[config.mk]
export PLATFORM = sky130hd
export DESIGN_NAME = pc_fetch_gen
export DESIGN_NICKNAME = d
export VERILOG_FILES = /design/src/rtl/pc_fetch_gen_pkg.sv /design/src/rtl/pc_fetch_gen.sv
export SDC_FILE = /design/constraint.sdc
export NUM_CORES = 1
export LEC_CHECK = 0
export ABC_AREA = 1
export CAP_MARGIN = 30
export CORE_ASPECT_RATIO = 0.6
export CORE_UTILIZATION = 45
export CTS_CLUSTER_SIZE = 25
export DETAILED_ROUTE_END_ITERATION = 8
export PLACE_DENSITY = 0.88
export SYNTH_ARGS = -nofsm -noshare
export SYNTH_HDL_FRONTEND = slang
export SYNTH_SLANG_ARGS = --single-unit
[constraint.sdc]
create_clock -name clk -period 3.2 [get_ports clk]
set_clock_uncertainty 0.1 [all_clocks]
set_input_delay 0.64 -clock clk [delete_from_list [all_inputs] [get_ports clk]]
set_output_delay 0.64 -clock clk [all_outputs]
set_load 0.01 [all_outputs]
[src/rtl/pc_fetch_gen_pkg.sv]
// Shared definitions for the fetch-stage PC generator and its cache request bus.
package pc_fetch_gen_pkg;

  // Bit of the exception tag that marks a misaligned fetch address.
  localparam int unsigned EXC_ADEL_BIT = 4;

  // Largest fetch group supported; it fixes the cnt field width of the bus.
  localparam int unsigned FETCH_W_MAX = 4;
  localparam int unsigned CNT_W_MAX   = $clog2(FETCH_W_MAX) + 1;

  // PC generator state: BOOT idles one cycle, RUN issues, HOLD_EXC parks after a bad address.
  typedef enum logic [1:0] {
    ST_BOOT     = 2'd0,
    ST_RUN      = 2'd1,
    ST_HOLD_EXC = 2'd2
  } fetch_state_e;

  // PC-to-icache request payload, packed as {excepttype, cnt, req, addr}.
  typedef struct packed {
    logic [31:0]          excepttype;
    logic [CNT_W_MAX-1:0] cnt;
    logic                 req;
    logic [31:0]          addr;
  } pc_to_ic_t;

  localparam int unsigned PC_TO_IC_WD = $bits(pc_to_ic_t);

endpackage

[src/rtl/pc_fetch_gen.sv]
// Fetch-group PC generator: issues aligned group requests to the icache, honours
// the PC-stage stall, applies flush/branch redirects, and tags misaligned fetches.
module pc_fetch_gen
  import pc_fetch_gen_pkg::*;
#(
  parameter logic [31:0] RESET_VEC = 32'hbfc0_0000,
  parameter int unsigned FETCH_W   = 1,
  parameter int unsigned STALL_W   = 6
) (
  input  logic                     clk,
  input  logic                     rst,
  input  logic [STALL_W-1:0]       stall,
  input  logic                     flush,
  input  logic [31:0]              new_pc,
  input  logic                     br_e,
  input  logic [31:0]              br_target,
  output logic                     ic_req,
  output logic [31:0]              ic_addr,
  output logic [$clog2(FETCH_W):0] ic_cnt,
  output logic [31:0]              ic_excepttype,
  input  logic                     ic_ready
);

  localparam int unsigned CNT_W = $clog2(FETCH_W) + 1;
  localparam int unsigned GRP_B = FETCH_W * 4;
  localparam int unsigned OFF_W = $clog2(GRP_B);

  fetch_state_e state_q, state_d;
  logic [31:0]  pc_q, pc_d;
  logic [31:0]  seq_next;
  logic [OFF_W-1:0] grp_word;
  logic         misaligned;
  logic         req;

  // Only bit 0 of the stall bus concerns the PC stage.
  logic unused_stall;
  assign unused_stall = ^stall;

  // Group arithmetic: next group base and word index of pc within its group.
  assign seq_next   = (pc_q & ~32'(GRP_B - 1)) + 32'(GRP_B);
  assign grp_word   = pc_q[OFF_W-1:0] >> 2;
  assign misaligned = |pc_q[1:0];

  // Request payload is a direct view of the pc register.
  assign ic_req  = req;
  assign ic_addr = pc_q;
  assign ic_cnt  = CNT_W'(FETCH_W) - CNT_W'(grp_word);

  // Exception tag carries only the address-error bit.
  always_comb begin
    ic_excepttype               = '0;
    ic_excepttype[EXC_ADEL_BIT] = misaligned;
  end

  // State and pc registers.
  always_ff @(posedge clk) begin
    if (rst) begin
      state_q <= ST_BOOT;
      pc_q    <= RESET_VEC;
    end else begin
      state_q <= state_d;
      pc_q    <= pc_d;
    end
  end

  // Next state / next pc; redirects win in every state, flush over branch.
  always_comb begin
    state_d = state_q;
    pc_d    = pc_q;
    req     = (state_q == ST_RUN) && !stall[0];

    if (flush) begin
      pc_d    = new_pc;
      state_d = ST_RUN;
    end else if (br_e) begin
      pc_d    = br_target;
      state_d = ST_RUN;
    end else begin
      case (state_q)
        ST_BOOT: state_d = ST_RUN;
        ST_RUN: begin
          if (req && ic_ready) begin
            if (misaligned) state_d = ST_HOLD_EXC;
            else            pc_d    = seq_next;
          end
        end
        ST_HOLD_EXC: state_d = ST_HOLD_EXC;
        default:     state_d = ST_BOOT;
      endcase
    end
  end

endmodule

==> reports/metrics.cfg, run 1 <==
[yosys]
synth_top_area_cell = dfxtp_1
synthCells = 472
ys_seq_area_frac = 0.234
netlist_top_cells_area = dfxtp_1 (23%), nand2_1 (18%), buf_4 (8.5%)
syn_avg_cell_area_um2 = 6.17
synth_warnings = 0
synth_area_mm2 = 0.00291
synth.top_cell.area_share = 0.234
synth_seq_cells = 34
synth_cell_types = 36

[critical_path]
path_cells = clkdlybuf4s50_1 -> nor2_1 -> clkdlybuf4s50_1
start_kind = primary input
critical_path_class = in2out
path_buf_inv = 2
cp.required_ps = 2460
critical_path.max_stage_delay_ps = 590
cp_common_cell = clkdlybuf4s50_1
worst_path_max_delay_cell = clkdlybuf4s50_1
endpoint_kind = primary output
cp_max_fo = 3
worstPathArrival_ps = 1880
cp_top_family = buffers and inverters

[floorplan]
io_pins = 141
row_count = 22
core_mm2 = 0.00617
die_area_mm2 = 0.00681
die_x_um = 106
die_y_um = 64.3
start_util = 0.472

[clock_network]
clk_pin_slew_worst_paths_ps = 70
clock_sinks = 34
cts.repair.resized = 0
cts_max_path_buffers = 2
holdBufCountCts = 0
post_cts_buffers = 0
clk_latency_ps = 290
cts_root_buf = clkbuf_8
cts_tree = built
htreeDepth = 2
cts_buffers = 5

[hold_path]
hold_path.class = reg2reg

[run]
maxCapViolCount = 0

[timing]
setup_viol = 0
relSlewSlack = 0.528
tightestPinTransition_ps = 707
fin_setup_tns_ps = 0
max_freq_mhz = 381
drv_slew = 0
hold_viol = 0
rsz0062_at_grt = false
fin_crit_ps = 2620
hold_ws_ps = 385
period_share = 0.820

[routing]
num_vias = 3316
drt-pass1-iter-count = 5
wl_um = 9090
antenna_left = 0
vias_per_cell = 5.08
drtIter0Drc = 278
avgRoutedWirePerCell_um = 13.9
drc = 0

[power_and_ir_drop]
p_per_area_mw_per_mm2 = 308
p_leak_nw = 1.69
irDropWorstVdd_mv = 0.125

[place]
io_buffers = 103
hpwl_um = 7170
globalplace.congestion = 0.904

[global_route]
antenna_found_initial = 0
grt_max_degree = 24
grt_pass1_vias = 2945
grtUsageTotal = 0.265
overflow = 0
grt_pass1_wl_um = 14200

[layout]
nets = 647
num-fill-cells = 584
synthToLayoutAreaGrowth_pct = 35.6
drive_above_1_share = 0.0580
antennaDiodeCount = 0

[status]
run_status = finished clean

worst register-to-register path: cells and delay by family (launching register included):
family | cells | cell delay, ps
buffers and inverters | 3 | 510
flip-flops | 1 | 300
adder cells (fa/ha/maj) | 1 | 160
AND/OR/NAND/NOR | 2 | 360
AO/OA/AOI/OAI | 3 | 750
cells in the mapped netlist (all sizes together):
library cell	number
a41oi	4
nand2	144
a221oi	1
nand4	2
o211ai	3
o21bai	1
a31oi	4
a22oi	2
xor2	6
ha	3
buf	45
clkbuf	6
inv	41
and2	2
a21oi	26
nor3	1
nand3b	1
conb	2
xnor2	4
a22o	21
or2	4
o21ai	22
nand3	29
dfxtp	34
nor2	64
layer usage:
metal	vias to the layer above	track usage	routed length [um]
met1	1496	0.359	4320
met5	-	0	0
met3	17	0.0633	711
met2	151	0.422	3900
li1	1652	-	-
met4	0	0.0677	165
through the flow:
step | power, mW | util | instances | area, um2 | setup WS [ps]
after floorplan | 0.742 | - | 502 | 3030 | 1310
after global placement | 0.902 | 0.628 | 646 | 3870 | 635
after detailed placement | 0.914 | 0.628 | 646 | 3870 | 497
after CTS | 1.22 | 0.641 | 653 | 3950 | 604
after global routing | 1.29 | 0.641 | 653 | 3950 | 572
final | 1.22 | 0.641 | 653 | 3950 | 577
worst paths after layout:
path / startpoint / to / slack, ps / cells after the start
worst max-delay path: stall[0] / ic_req / 580 / 3
worst min-delay path: ic_addr[0] / ic_addr[0] / 380 / 2
worst max register to register: state_q[1] / ic_addr[30] / 960 / 9
worst min register to register: ic_addr[0] / ic_addr[0] / 380 / 2
logic make-up after synthesis:
| logic type | after synthesis | share of synthesized area |
|---|---|---|
| AO/OA/AOI/OAI | 84 | 0.199 |
| XOR/XNOR | 10 | 0.0301 |
| adder cells (fa/ha/maj) | 3 | 0.0129 |
| buffers and inverters | 92 | 0.174 |
| flip-flops | 34 | 0.234 |
| other | 2 | 0.00258 |
| AND/OR/NAND/NOR | 247 | 0.348 |
sequential cells by signal, indices dropped and copies added (netlist names):
signal and cells:
state_q 2, ic_addr 32
power breakdown:
group,total [mW],switching [mW],internal (mW)
Clock,0.309,0.159,0.150
Combinational,0.396,0.186,0.211
Sequential,0.512,0.0537,0.458
Total,1.22,0.399,0.819
layout by cell type (no fill, tap or decap), types with 5 or more instances in the layout:
| cell type | n |
|---|---|
| a21oi_1 | 18 |
| a21oi_2 | 8 |
| a22o_1 | 21 |
| buf_4 | 8 |
| clkbuf_8 | 5 |
| clkdlybuf4s50_1 | 103 |
| conb_1 | 32 |
| dfxtp_1 | 34 |
| inv_1 | 40 |
| nand2_1 | 143 |
| nand3_1 | 29 |
| nor2_1 | 58 |
| o21ai_0 | 8 |
| o21ai_1 | 13 |
| xor2_1 | 6 |
layout make-up:
type / count / area [um2] / share of cell area
repair buffers: 111 / 1090 / 0.276
flip-flops and latches: 34 / 681 / 0.172
clock buffers: 7 / 76.3 / 0.0193
multi-input cells: 376 / 1840 / 0.466
inverters: 41 / 156 / 0.0396
well taps: 84 / 105 / 0.0266
No activity file was read; power rests on OpenSTA's default activity.
==> run 2: changes to the inputs <==
- CORE_UTILIZATION: 45 -> 42
- PLACE_DENSITY: 0.88 -> 0.83
- clock period: 3.2 -> 2.7 ns (I/O delays scaled with it)
==> reports/metrics.cfg, run 2 (synthesis results as in run 1) <==
[power_and_ir_drop]
p_sw_uw = 490  ; +23%
p_per_area_mw_per_mm2 = 403  ; +31%
seq_power_share = 0.375  ; -0.045
internal_power_mw = 1.13  ; +38%
power.share.combinational = 0.289  ; -0.037
p_leak_nw = 1.73  ; +2.1%
clkPwrFrac = 0.336  ; +0.082
irDropWorstVdd_mv = 0.224  ; +79%
p_sw_frac = 0.302  ; -0.0254

[timing]
max_freq_mhz = 428
tightestPinTransition_ps = 648  ; -58.5 ps
rsz0062_at_grt = false
drv_slew = 0  ; unchanged
fin_setup_tns_ps = 0  ; unchanged
period_share = 0.866
hold_viol = 0  ; unchanged
relSlewSlack = 0.567  ; +0.0391
setup_viol = 0  ; unchanged
hold_ws_ps = 392  ; +6.92 ps
fin_crit_ps = 2340

[routing]
wl_um = 9070  ; -0.27%
antenna_left = 0  ; unchanged
drtIter0Drc = 182  ; -35%
vias_per_cell = 4.93  ; -2.9%
drc = 2  ; +2
drt-pass1-iter-count = 7  ; +2
avgRoutedWirePerCell_um = 13.8  ; -1.0%
num_vias = 3245  ; -2.1%

[place]
io_buffers = 103  ; unchanged
post_dp_cell_area_mm2 = 0.00389  ; +0.48%
hpwl_um = 6980  ; -2.6%
dp_cells = 651  ; +0.77%
globalplace.congestion = 0.887  ; -1.9%

[global_route]
grt_pass1_wl_um = 14600  ; +3.0%
overflow = 0  ; unchanged
grt_pass1_vias = 3082  ; +4.7%
grtUsageTotal = 0.262  ; -0.00313
grt_max_degree = 24  ; unchanged
antenna_found_initial = 0  ; unchanged

[critical_path]
cp_top_family = buffers and inverters
start_kind = primary input
critical_path_class = in2out
path_cells = clkdlybuf4s50_1 -> nor2_1 -> clkdlybuf4s50_1
cp_common_cell = clkdlybuf4s50_1
cp.required_ps = 2060  ; -400 ps
endpoint_kind = primary output
cp_max_fo = 3  ; unchanged
path_buf_inv = 2  ; unchanged
worst_path_max_delay_cell = clkdlybuf4s50_1
worstPathArrival_ps = 1700  ; -180 ps
critical_path.max_stage_delay_ps = 570  ; -20 ps

[layout]
final_common_cell = nand2_1
final_area_mm2 = 0.00403  ; +1.9%
nets = 649  ; +0.31%
antennaDiodeCount = 0  ; unchanged
drive_above_1_share = 0.0613  ; +0.00330
synthToLayoutAreaGrowth_pct = 38.2
final_cell_mix = nand2_1 (143), clkdlybuf4s50_1 (103), nor2_1 (58), inv_1 (40), dfxtp_1 (34)
largest_reg_flops = 32  ; unchanged
final_util = 0.603  ; -0.0377
num-fill-cells = 648  ; +11%
final_cells = 658  ; +0.77%

[run]
maxCapViolCount = 0  ; unchanged

[clock_network]
htreeDepth = 2  ; unchanged
clk_pin_slew_worst_paths_ps = 50  ; -20 ps
cts_buffers = 5  ; unchanged
post_cts_buffers = 0  ; unchanged
cts_tree = built
clock_sinks = 34  ; unchanged
holdBufCountCts = 0  ; unchanged
clk_latency_ps = 280  ; about the same
cts_root_buf = clkbuf_16
cts.repair.resized = 0  ; unchanged
cts_max_path_buffers = 2  ; unchanged

[floorplan]
die_x_um = 110  ; +3.4%
die_y_um = 66.5  ; +3.4%
die_area_mm2 = 0.00728  ; +7.0%
core_mm2 = 0.00668  ; +8.3%
start_util = 0.436  ; -0.0361
row_count = 23  ; +4.5%
io_pins = 141  ; unchanged

[status]
violations = design-rule violations
run_status = complete, but fails checks

[hold_path]
hold_path.class = reg2reg

-- run 2: worst reg2reg max path: cells and delay by family (launching register included) --
kind | cells | cell delay, ps
fa+ha+maj | 1 | 280
simple gates | 9 | 1160
flops | 1 | 430
-- run 2: power by group through the flow --
stage / clock network [mW] / registers (mW) / logic [mW]
2_1_floorplan: 0 / 0.621 / 0.259
3_3_place_gp: 0 / 0.616 / 0.457
3_5_place_dp: 0 / 0.617 / 0.467
4_1_cts: 0.551 / 0.607 / 0.469
5_1_grt: 0.576 / 0.617 / 0.522
6_report: 0.545 / 0.609 / 0.469
-- run 2: final cells by class --
cell class	count	area, um2	share of cell area
clock buffer	7	133	0.0329
inverter	41	156	0.0389
timing repair buffer	113	1110	0.275
multi-input combinational	376	1840	0.457
tap	87	109	0.0270
sequential	34	681	0.169
-- run 2: path summary, 6_finish.rpt --
check / startpoint / end / slack, ps / cells after the start
setup / recovery: stall[0] / ic_req / 360 / 3
hold / removal: ic_addr[0] / ic_addr[0] / 390 / 2
setup reg to reg: ic_addr[2] / ic_addr[24] / 640 / 10
hold reg to reg: ic_addr[0] / ic_addr[0] / 390 / 2
-- run 2: metal layers --
metal	track usage	vias up	wire length, um
li1	-	1666	-
met1	0.348	1455	4340
met2	0.432	111	3960
met3	0.0607	13	673
met4	0.0533	0	89
met5	0	-	0
-- run 2: stage by stage --
stage                     setup slack, ps  power (mW)
final                                 362        1.62
after global routing                  334        1.72
after CTS                             374        1.63
after detailed placement              366        1.08
after global placement                379        1.07
after floorplan                       908       0.880
